## config.mk

```make
export PLATFORM = sky130hd
export DESIGN_NAME = forward_merge_arbiter
export DESIGN_NICKNAME = d
export VERILOG_FILES = /design/src/rtl/forward_merge_arbiter_pkg.sv /design/src/rtl/rr_priority_select.sv /design/src/rtl/forward_merge_arbiter.sv
export SDC_FILE = /design/constraint.sdc
export NUM_CORES = 1
export LEC_CHECK = 0
export ABC_AREA = 1
export BUFFER_PORTS_ARGS = -buffer_cell sky130_fd_sc_hd__buf_2
export CAP_MARGIN = 0
export CORE_AREA = 4 4 78 80
export CTS_CLUSTER_DIAMETER = 30
export DETAILED_ROUTE_END_ITERATION = 7
export DIE_AREA = 0 0 82 84
export PLACE_DENSITY = 0.86
export SLEW_MARGIN = 20
export SYNTH_ARGS = -nofsm -noshare
export SYNTH_HDL_FRONTEND = slang
export SYNTH_SLANG_ARGS = --single-unit
```

## constraint.sdc

```tcl
create_clock -name clk -period 7.25 [get_ports clk]
set_clock_uncertainty 0.15 [all_clocks]
set_input_delay 1.45 -clock clk [delete_from_list [all_inputs] [get_ports clk]]
set_output_delay 1.45 -clock clk [all_outputs]
set_load 0.01 [all_outputs]
```

## src/rtl/forward_merge_arbiter_pkg.sv

```systemverilog
// rtl/forward_merge_arbiter_pkg.sv - shared router constants for the forward merge arbiter
package forward_merge_arbiter_pkg;

    localparam int DEFAULT_DATA_WIDTH = 23;

    // dy field position inside a packet; carried through untouched
    localparam int DY_MSB = 20;
    localparam int DY_LSB = 12;

    localparam int GRANT_IDX_W = 3;

    localparam logic [GRANT_IDX_W-1:0] REQ_EAST  = 3'd0;
    localparam logic [GRANT_IDX_W-1:0] REQ_WEST  = 3'd1;
    localparam logic [GRANT_IDX_W-1:0] REQ_LOCAL = 3'd2;

endpackage

```

## src/rtl/rr_priority_select.sv

```systemverilog
// rtl/rr_priority_select.sv - combinational round-robin winner selection
module rr_priority_select
    import forward_merge_arbiter_pkg::*;
#(
    parameter int NUM_REQ = 3
) (
    input  logic [NUM_REQ-1:0]     req_i,
    input  logic [GRANT_IDX_W-1:0] last_grant_i,
    output logic [NUM_REQ-1:0]     grant_o,
    output logic [GRANT_IDX_W-1:0] grant_idx_o,
    output logic                   any_o
);

    always_comb begin : search
        int cand;
        cand        = 0;
        grant_o     = '0;
        grant_idx_o = '0;
        any_o       = 1'b0;
        // Search starts just past the previous winner and wraps; last_grant_i < NUM_REQ.
        for (int off = 1; off <= NUM_REQ; off++) begin
            cand = int'(last_grant_i) + off;
            if (cand >= NUM_REQ) begin
                cand = cand - NUM_REQ;
            end
            if (!any_o && req_i[cand]) begin
                any_o         = 1'b1;
                grant_o[cand] = 1'b1;
                grant_idx_o   = GRANT_IDX_W'(cand);
            end
        end
    end

endmodule

```

## src/rtl/forward_merge_arbiter.sv

```systemverilog
// rtl/forward_merge_arbiter.sv - registered round-robin merge of NUM_REQ streams; optional FWD_ARB_PERF_CNT_EN grant counters
module forward_merge_arbiter
    import forward_merge_arbiter_pkg::*;
#(
    parameter int DATA_WIDTH = DEFAULT_DATA_WIDTH,
    parameter int NUM_REQ    = 3
) (
    input  logic                          clk,
    input  logic                          rst_n,
    input  logic [NUM_REQ*DATA_WIDTH-1:0] req_data,
    input  logic [NUM_REQ-1:0]            req_valid,
    output logic [NUM_REQ-1:0]            req_ready,
    output logic [DATA_WIDTH-1:0]         dout,
    output logic                          dout_valid,
    input  logic                          dout_ready,
    output logic [GRANT_IDX_W-1:0]        grant_idx
`ifdef FWD_ARB_PERF_CNT_EN
    ,
    output logic [NUM_REQ*16-1:0]         grant_cnt
`endif
);

    logic [DATA_WIDTH-1:0]  dout_q, dout_d;
    logic                   dout_valid_q, dout_valid_d;
    logic [GRANT_IDX_W-1:0] grant_idx_q, grant_idx_d;
    logic [GRANT_IDX_W-1:0] last_grant_q, last_grant_d;

    logic [NUM_REQ-1:0]     sel_grant;
    logic [GRANT_IDX_W-1:0] sel_idx;
    logic                   sel_any;
    logic                   load;
    logic                   accept;

    rr_priority_select #(
        .NUM_REQ (NUM_REQ)
    ) u_select (
        .req_i        (req_valid),
        .last_grant_i (last_grant_q),
        .grant_o      (sel_grant),
        .grant_idx_o  (sel_idx),
        .any_o        (sel_any)
    );

    always_comb begin
        load   = !dout_valid_q || dout_ready;
        // rst_n gating keeps req_ready low for the whole reset window
        accept = load && sel_any && rst_n;
        req_ready = accept ? sel_grant : '0;

        dout_d       = dout_q;
        dout_valid_d = dout_valid_q;
        grant_idx_d  = grant_idx_q;
        last_grant_d = last_grant_q;

        if (load) begin
            dout_valid_d = sel_any;
            dout_d       = '0;
            grant_idx_d  = '0;
            if (sel_any) begin
                dout_d       = req_data[int'(sel_idx)*DATA_WIDTH +: DATA_WIDTH];
                grant_idx_d  = sel_idx;
                last_grant_d = sel_idx;
            end
        end
    end

    always_ff @(posedge clk or negedge rst_n) begin
        if (!rst_n) begin
            dout_q       <= '0;
            dout_valid_q <= 1'b0;
            grant_idx_q  <= '0;
            last_grant_q <= GRANT_IDX_W'(NUM_REQ - 1);
        end else begin
            dout_q       <= dout_d;
            dout_valid_q <= dout_valid_d;
            grant_idx_q  <= grant_idx_d;
            last_grant_q <= last_grant_d;
        end
    end

    assign dout       = dout_q;
    assign dout_valid = dout_valid_q;
    assign grant_idx  = grant_idx_q;

`ifdef FWD_ARB_PERF_CNT_EN
    logic [NUM_REQ-1:0][15:0] cnt_q;

    always_ff @(posedge clk or negedge rst_n) begin
        if (!rst_n) begin
            cnt_q <= '0;
        end else begin
            for (int i = 0; i < NUM_REQ; i++) begin
                if (req_ready[i] && cnt_q[i] != 16'hFFFF) begin
                    cnt_q[i] <= cnt_q[i] + 16'd1;
                end
            end
        end
    end

    assign grant_cnt = cnt_q;
`endif

endmodule

```

Word level (Yosys, flattened, before mapping)
Index checks and enable logic that the tools add are counted.
{"block": "word_totals", "ff_bits": 30, "inputBits": 75, "output_inout_bits": 30, "elab_cells": 65}
{"block": "classes", "addsub": 6, "n_mul": 1, "n_lt_le_gt_ge": 9, "shifts": 1, "n_mux": 30, "bitwise_logic": 2, "reduce_logical": 12}
{"op": "32-bit by 1-bit greater-or-equal comparator with 1-bit output (second input constant)", "count": 3}
{"op": "32-bit by 3-bit greater-or-equal comparator with 1-bit output (second input constant)", "count": 3}
{"op": "32-bit by 4-bit < comparator with 1-bit output (second input constant)", "count": 3}
{"op": "32-bit 2-to-1 mux", "count": 3}
{"op": "32-bit by 3-bit subtractor with 32-bit output (second input constant)", "count": 3}
{"op": "69-bit by 9-bit variable part select with 23-bit output", "count": 1}
{"op": "3-bit 2-to-1 mux", "count": 8}
{"op": "23-bit 2-to-1 mux", "count": 1}
{"op": "1-bit 2-to-1 mux", "count": 12}
{"op": "3-bit by 2-bit adder with 4-bit output (second input constant)", "count": 2}
{"op": "3-bit by 5-bit multiplier with 8-bit output (second input constant)", "count": 1}
{"op": "1-bit logical AND", "count": 7}
{"op": "1-bit binary-select mux with 2-bit select", "count": 3}
{"op": "1-bit demux with 2-bit select", "count": 3}
{"op": "3-bit bitwise OR", "count": 2}
{"op": "3-bit by 1-bit adder with 4-bit output (second input constant)", "count": 1}
{"op": "1-bit zero test", "count": 3}
{"op": "2-bit AND reduction", "count": 1}
{"op": "1-bit logical OR", "count": 1}

Depth between registers and ports, before layout
Gate-level depths: netlist of the first run.
{"block": "depth", "ltp_word": 16, "ltp_mapped": 20, "ltp_nobuf": 18}

Cells and area by module
Synthesis of the first run repeated with hierarchy kept, for this count alone.
{"block": "unflattened", "cells_unflattened": 460, "hier_area_um2": 2718.9}
{"mod": "forward_merge_arbiter", "n_inst": 1, "cells_per_inst": 305, "area_per_inst_um2": 1935.6, "seq_area_each_um2": 752.0}
{"mod": "rr_priority_select", "n_inst": 1, "cells_per_inst": 155, "area_per_inst_um2": 783.3, "seq_area_each_um2": 0.0}

Least setup slack after synthesis of the first run
Ideal clock, no wire load.
{"block": "synth_timing", "path_type": "input -> output", "startpoint": "in req_valid[2]", "endpoint": "out req_ready[0]", "t_arrival_ns": 2.508, "required_ns": 5.650, "slack_ns": 3.142, "stages": 11, "path_buffers": 0, "path_cell_list": "inv_1 > nor2_1 > inv_1 > nand2_1 > nand2_1 > nor2_4 > nand3b_1 > nand2_1 > inv_1 > nand2_1 > a31oi_1"}
{"block": "synth_via", "elab_chain_len": 13, "word_cells_on_any_way": 24, "cone_classes": "mux: 16; bitwise: 2; reduce/logical: 6"}
{"item": "start, declared", "line": "forward_merge_arbiter.sv:11", "source": "input logic [NUM_REQ-1:0] req_valid,"}
{"item": "1-bit binary-select mux with 2-bit select", "line": "rr_priority_select.sv:26", "source": "if (!any_o && req_i[cand]) begin"}
{"item": "1-bit 2-to-1 mux (implied by the code) (2 in series)", "line": "rr_priority_select.sv:26"}
{"item": "1-bit 2-to-1 mux", "line": "rr_priority_select.sv:26"}
{"item": "1-bit zero test", "line": "rr_priority_select.sv:26"}
{"item": "1-bit logical AND", "line": "rr_priority_select.sv:26"}
{"item": "1-bit 2-to-1 mux", "line": "rr_priority_select.sv:26"}
{"item": "1-bit zero test", "line": "rr_priority_select.sv:26"}
{"item": "1-bit logical AND", "line": "rr_priority_select.sv:26"}
{"item": "1-bit 2-to-1 mux", "line": "rr_priority_select.sv:26"}
{"item": "1-bit logical AND (2 in series)", "line": "forward_merge_arbiter.sv:47", "source": "accept = load && sel_any && rst_n;"}
{"item": "3-bit 2-to-1 mux *", "line": "forward_merge_arbiter.sv:48", "source": "req_ready = accept ? sel_grant : '0;"}
{"item": "end, declared", "line": "forward_merge_arbiter.sv:12", "source": "output logic [NUM_REQ-1:0] req_ready,"}
Every way passes the cells marked *; elsewhere a longest branch is shown, timed or not. The select of a mux whose other input is x is not followed.

Worst setup path in the final report of the first run
{"block": "layout_timing", "startpoint": "reg last_grant_q[0]", "endpoint": "out req_ready[0]"}
{"block": "layout_via", "elab_chain_len": 16, "word_cells_on_any_way": 51, "cone_classes": "add/sub: 6; order compare: 9; mux: 25; bitwise: 2; reduce/logical: 9"}
{"item": "start, declared", "line": "forward_merge_arbiter.sv:26", "source": "logic [GRANT_IDX_W-1:0] last_grant_q, last_grant_d;"}
{"item": "start signal, assigned", "line": "forward_merge_arbiter.sv:72", "source": "last_grant_q <= GRANT_IDX_W'(NUM_REQ - 1);"}
{"item": "start signal, assigned", "line": "forward_merge_arbiter.sv:77", "source": "last_grant_q <= last_grant_d;"}
{"item": "branches (longest 15 deep; another with 32-bit by 3-bit subtractor with 32-bit output)"}
{"item": "3-bit 2-to-1 mux *", "line": "forward_merge_arbiter.sv:48"}
Every way passes the cells marked *. The select of a mux whose other input is x is not followed.

==> results by group, run 1 <==
Status
  – Outcome: completed

Drt
  – DR vias/cell: 5.15
  – WL met1: 3260 µm
  – Post-route ant nets: 0
  – Drc violations: 0
  – Detailed-route wire length: 8090 µm
  – Iteration-0 DRC Markers: 139
  – Pre-antenna DRT Iters: 4
  – WL per Instance: 13.3 µm
  – Total number of vias: ~3100
  – Met3 wire len: 731 µm
  – Uppermost layer routed: met4
  – Met2 Routed Length: 3950 µm

Cells and area
  – Fillers: between 500 and 600
  – Commonest non-fill, non-tap cells in the layout: 150 x nand2_1, 104 x buf_2, 75 x nand3_1
  – Share of post-route cells with drive strength above 1: 31.0%
  – Final layout net count: 624
  – Seq. cell area: 752 µm²
  – Commonest non-fill, non-tap cell in the layout: nand2_1
  – Ant diodes: 0
  – Area Overhead vs Synth: 19.5%
  – Multi-input logic area: 0.00173 mm²

Logic synthesis
  – Simple-gate portion of the synthesized area: 48.4%
  – Mean Syn Cell Area: 6.59 µm²
  – Synth area leaders: dfrtp_1 25%, nand2_1 19%, nand3_1 13%
  – Post-synthesis compound-gate area fraction: 4.59%
  – Synth warnings: 0
  – Cell Area, Synth: 0.00292 mm²
  – Seq cells post-synth: 30
  – Largest family of logic cells by synthesized area: simple AND/OR/NAND/NOR gates
  – XOR/XNOR share of the synthesized area: under 10%
  – Top-area cell type share of the netlist area: between 20% and 30%
  – Syn nets: 530
  – Post-synthesis adder-cell area fraction: 5.14%
  – Post-Syn Instances: 443
  – Sequential area share after synthesis: 25.8%
  – Yosys top cell by area: dfrtp_1
  – Count of cell types in the netlist: 37
  – Multiplexer area fraction after synthesis: 0%

Timing
  – Max-slew headroom: 32.2%
  – Fmax: 0.205 GHz
  – Final Hold Viols: 0
  – Slew Viols, Final: 0
  – Pin slew with the least headroom to its limit: 1.02 ns
  – Sum of negative setup slack: 0 ns
  – Final setup fails: 0
  – Period utilisation layout: about two thirds
  – Worst hold margin: between 0.3 and 0.4 ns
  – Final min period: 4.88 ns
  – RSZ-0062 raised after global routing: false

Clock network
  – Post-CTS Resized: 0
  – Number of H-tree levels: 2
  – CTS Hold Buffers Added: 0
  – Clock sink total: 30
  – CTS clk-pin slew, worst paths: 0.06 ns
  – Postcts setup bufs: 0
  – CTS root buffer: clkbuf_8
  – CTS buffer count: 5
  – CTS tree: built
  – Clk buf depth: 2
  – Clk_lat worst skew: 0.28 ns

Floorplanning
  – Die X: 82 µm
  – Num rows: 27
  – Die area: 0.00689 mm²
  – Die Y: 84 µm
  – I/O Pins: 105
  – Core Footprint: between 0.005 and 0.006 mm²
  – Initial core utilization: a little over half

Setup path
  – Kind of critical path: register to output pin
  – Critical Path Fanout Max: 12
  – Required @ worst endpoint: 5.65 ns
  – Setup crit end kind: output pin
  – WP data arrival: 3.28 ns
  – Setup crit start kind: register

Global route
  – GRT Overall Usage: approximately a quarter
  – Overflow left after global routing: 0
  – First-pass GRT wire length: between 10000 and 15000 µm
  – Initial antenna violation count: 0
  – Largest net degree at the start of global routing: 32
  – Number of global-route vias before repair: 2939

Place
  – Input/output buffers: between 100 and 150
  – Post-DP HPWL: 6190 µm
  – Final GP Congestion: 0.964

Hold path
  – HP Class: register to register

Flow run
  – Max Cap Viol: 0
[sequential cells by signal, indices dropped and copies added (netlist names)]
name	flops
last_grant_q	3
dout	23
grant_idx	3
dout_valid	1
[worst max-delay path, stage by stage, from the launching register on]
cell and delay, ns:
dfrtp_1 0.67, inv_2 0.20, ha_1 0.43, nor2_2 0.21, nor2_4 0.08, o21ai_2 0.08, nand2_2 0.10, nand2_1 0.08
nand2_1 0.08, nor2_4 0.17, nand3b_1 0.15, nand2_1 0.13, inv_1 0.12, nand2_1 0.10, a31oi_1 0.22, buf_2 0.17
[routing by layer]
metal  vias to the layer above  track usage, %
met5                         -               0
met4                         0            7.40
met3                        16            3.02
met2                       134            42.1
met1                      1410            29.0
li1                       1581               -
[worst paths after layout]
path	from	end	slack (ns)	cells past startpoint
worst max-delay path	last_grant_q[0]	req_ready[0]	2.37	15
worst min-delay path	dout[6]	dout[6]	0.33	2
worst max register to register	last_grant_q[0]	dout[8]	3.55	16
worst min register to register	dout[6]	dout[6]	0.33	2
max in group asynchronous	rst_n	dout[0]	5.45	1
min in group asynchronous	rst_n	dout[19]	1.05	1
[cells by family (layout without fill, tap and decap cells)]
group | after synthesis | in the layout
xor gates and xnor gates | 3 | 3
and+or+nand+nor | 283 | 283
AOI/OAI and AO/OA | 19 | 19
DFF | 30 | 30
adders and majority gates | 12 | 12
buffers and inverters | 96 | 191
[stage by stage]
step                setup WS, ns  instance area [µm²]  std cells  utilization (%)
finish                      2.37                 3490        610             64.6
global route                2.09                 3490        610             64.6
CTS                         2.40                 3490        610             64.6
detailed placement          2.45                 3390        602             62.8
global placement            2.47                 3390        602             62.8
floorplan                   3.14                 2920        443                -
[Yosys cell counts, drive strengths merged]
library cell	n
a21oi	3
nor2	17
dfstp	1
nand4	9
inv	79
xor2	2
nand2	160
nand3	93
clkbuf	3
xnor2	1
nor3	2
a211oi	1
a31oi	3
dfrtp	29
buf	14
o21ai	10
o21bai	1
ha	12
nand3b	2
o211ai	1
[cell type report]
cell class,count,area share [%]
sequential,30,21.5
clock buffer,6,2.37
timing repair buffer,104,14.9
inverter,79,8.57
tap,72,2.58
clock inverter,2,0.359
multi-input combinational,317,49.7
Power of run 1 is not shown: default switching activity piles up to over one toggle a cycle in this logic, so the estimate is an artifact.
==> run 2: changes to the inputs <==
--- a/config.mk
+++ b/config.mk
@@ -5,14 +5,14 @@
 export SDC_FILE = /design/constraint.sdc
 export NUM_CORES = 1
 export LEC_CHECK = 0
-export ABC_AREA = 1
+export ABC_AREA = 0
 export BUFFER_PORTS_ARGS = -buffer_cell sky130_fd_sc_hd__buf_2
 export CAP_MARGIN = 0
-export CORE_AREA = 4 4 78 80
+export CORE_AREA = 4 4 80 82
 export CTS_CLUSTER_DIAMETER = 30
 export DETAILED_ROUTE_END_ITERATION = 7
-export DIE_AREA = 0 0 82 84
-export PLACE_DENSITY = 0.86
+export DIE_AREA = 0 0 84 86
+export PLACE_DENSITY = 0.79
 export SLEW_MARGIN = 20
 export SYNTH_ARGS = -nofsm -noshare
 export SYNTH_HDL_FRONTEND = slang
==> constraint.sdc (replaced) <==
create_clock -name clk -period 5 [get_ports clk]
set_clock_uncertainty 0.15 [all_clocks]
set_input_delay 1 -clock clk [delete_from_list [all_inputs] [get_ports clk]]
set_output_delay 1 -clock clk [all_outputs]
set_load 0.01 [all_outputs]
==> run 2 against run 1 <==
Against the previous run:
- core utilization shrank 6.8 points
- flip-flop and latch count unchanged
- synthesized cell count decreased by 32%
- first-iteration DRC count is 81% higher
- critical endpoint is now req_ready[2]
- die area is 4.9% higher
- final cell count fell by 23%
- area after synthesis down 6.0%
==> results by group, run 2 <==
Clock network
  – CTS buffer count: 5
  – CTS root buffer: clkbuf_8
  – CTS tree: built
  – CTS clk-pin slew, worst paths: around 0.06 ns
  – Clk buf depth: 2
  – Clock sink total: 30
  – Number of H-tree levels: 2
  – Clk_lat worst skew: 0.28 ns
  – Postcts setup bufs: 0

Place
  – Final GP Congestion: 0.928
  – Post-DP HPWL: roughly 6000 µm
  – Pre-CTS setup slack: 0.467 ns
  – Input/output buffers: 104
  – Placed Cells: 463

Timing
  – Slew Viols, Final: 0
  – RSZ-0062 raised after global routing: false
  – Final min period: roughly 4.7 ns
  – Final setup fails: 0
  – Sum of negative setup slack: 0 ns
  – Final Hold Viols: 0
  – Pin slew with the least headroom to its limit: 1.06 ns
  – Final WS setup: about 0.33 ns
  – Worst hold margin: 0.333 ns
  – Period utilisation layout: 93.5%
  – Fmax: 0.214 GHz
  – Max-slew headroom: 29.3%

Logic synthesis
  – Mean Syn Cell Area: roughly 9 µm²
  – Post-Syn Instances: 303
  – Synth area leaders: dfrtp_1 26%, o211ai_2 9.1%, mux2i_1 8.8%
  – Top-area cell type share of the netlist area: 26.5%
  – Yosys top cell by area: dfrtp_1
  – Asr flop ratio synth: 100%
  – Synth warnings: 0
  – EDFF count, synth: 0
  – Cell with the most instances after synthesis: nand2_1
  – Count of cell types in the netlist: 57
  – Synth cell count leaders: 47 x nand2_1, 29 x dfrtp_1, 28 x nand4_1
  – Cell Area, Synth: 0.00274 mm²
  – Sequential area share after synthesis: 27.4%
  – Seq cells post-synth: 30
  – Syn nets: 390
  – Top_reg_cell synth: dfrtp_1

Cells and area
  – Final layout net count: 482
  – Ant diodes: 0
  – Final std cells w/o fill: 471
  – Area Overhead vs Synth: 21.1%
  – Share of post-route cells with drive strength above 1: roughly two fifths
  – Commonest non-fill, non-tap cells in the layout: 104 x buf_2, 47 x nand2_1, 29 x dfrtp_1
  – Commonest non-fill, non-tap cell in the layout: buf_2
  – Max reg flops: 23

Setup path
  – FF-to-FF setup slack: 1.00 ns
  – Setup crit end kind: output pin
  – Kind of critical path: register to output pin
  – Critical Path Fanout Max: 22
  – Setup crit start kind: register
  – WP data arrival: 3.52 ns
  – Required @ worst endpoint: between 3 and 4 ns
  – Worst R2R Path Depth: 10

Drt
  – Iteration-0 DRC Markers: 251
  – Detailed-route wire length: about 8000 µm
  – DR vias/cell: 6.01
  – WL per Instance: 16.9 µm
  – Pre-antenna DRT Iters: 5
  – Post-route ant nets: 0
  – Total number of vias: 2829
  – Drc violations: 0

Power and ir drop
  – Static Leak: approximately 1.7 nW
  – PD cells: 910 mW/mm²
  – VDD IR max: 0.542 mV

Global route
  – Number of global-route vias before repair: 2676
  – First-pass GRT wire length: 12900 µm
  – Largest net degree at the start of global routing: 49
  – Initial antenna violation count: 0
  – GRT Overall Usage: 21.5%
  – Overflow left after global routing: 0

Flow run
  – Max Cap Viol: 0

Floorplanning
  – I/O Pins: 105
  – Die Y: around 86 µm
  – Die X: 84 µm
  – Num rows: 28
  – Die area: between 0.007 and 0.008 mm²
  – Core Footprint: between 0.005 and 0.006 mm²
  – Initial core utilization: 47.7%

Hold path
  – HP Class: register to register
  – WHS Path Cells: 2

Status
  – Outcome: completed
## run 2: layer usage
metal / routed length (µm) / global-route usage [%] / up-vias
met4: 200 / 6.87 / 0
li1: - / - / 1315
met1: 3200 / 27.2 / 1362
met5: 0 / 0 / -
met3: 481 / 4.61 / 25
met2: 4060 / 36.9 / 127
## run 2: path summary, 6_finish.rpt
| path | from | end |
|---|---|---|
| max | last_grant_q[1] | req_ready[2] |
| max in group asynchronous | rst_n | last_grant_q[1] |
| min in group asynchronous | rst_n | dout[17] |
| max reg2reg | last_grant_q[1] | dout[7] |
| min | dout[13] | dout[13] |
| min reg2reg | dout[13] | dout[13] |
## run 2: critical path, stage by stage, from the launching register on
cell and delay [ns]:
dfstp_2 0.59, inv_1 0.15, ha_2 0.62, a21oi_1 0.14, ha_1 0.31, nand2b_1 0.06
o21ai_0 0.13, o21ai_0 0.09, o21ai_0 0.16, ha_1 0.25, nand2_1 0.09, nor2_1 0.10
a311oi_1 0.07, a221oi_1 0.31, buf_2 0.19
## run 2: per-stage QoR
step	instance area, µm²	utilization (%)	total power, W
4_1_cts	3310	57.7	0.00302
3_5_place_dp	3220	56.1	0.00281
6_report	3320	57.8	0.00302
2_1_floorplan	2740	-	0.00246
3_3_place_gp	3220	56.1	0.00276
5_1_grt	3320	57.8	0.00328
## run 2: cell type report
type	instances	area, µm²
fill	519	2420
multi-input combinational	242	1800
sequential	30	752
timing repair buffer	109	558
tap	75	93.8
clock buffer	7	86.3
inverter	7	26.3
clock inverter	1	5.00
## run 2: cells by family after synthesis
family / share of synthesized area [%]
fa+ha+maj: 5.47
simple gates: 24.6
buf+inv: 7.35
flops: 27.4
xor+xnor: 2.83
compound gates: 22.6
mux: 9.72
## run 2: timing repair
action,in CTS,in global routing
hold buffers,0,0
endpoints found under the hold margin,0,0
endpoints found under the setup margin,0,2
resized for setup,0,1
## run 2: where the power goes
part | switching, W | total [W] | internal (W) | leakage (nW)
sequential | 0.0000653 | 0.000428 | 0.000363 | 0.381
clock | 0.0000898 | 0.000201 | 0.000111 | 0.0482
combinational | 0.00148 | 0.00239 | 0.000909 | 1.25
Note: power is estimated with default switching activity, not from simulation.
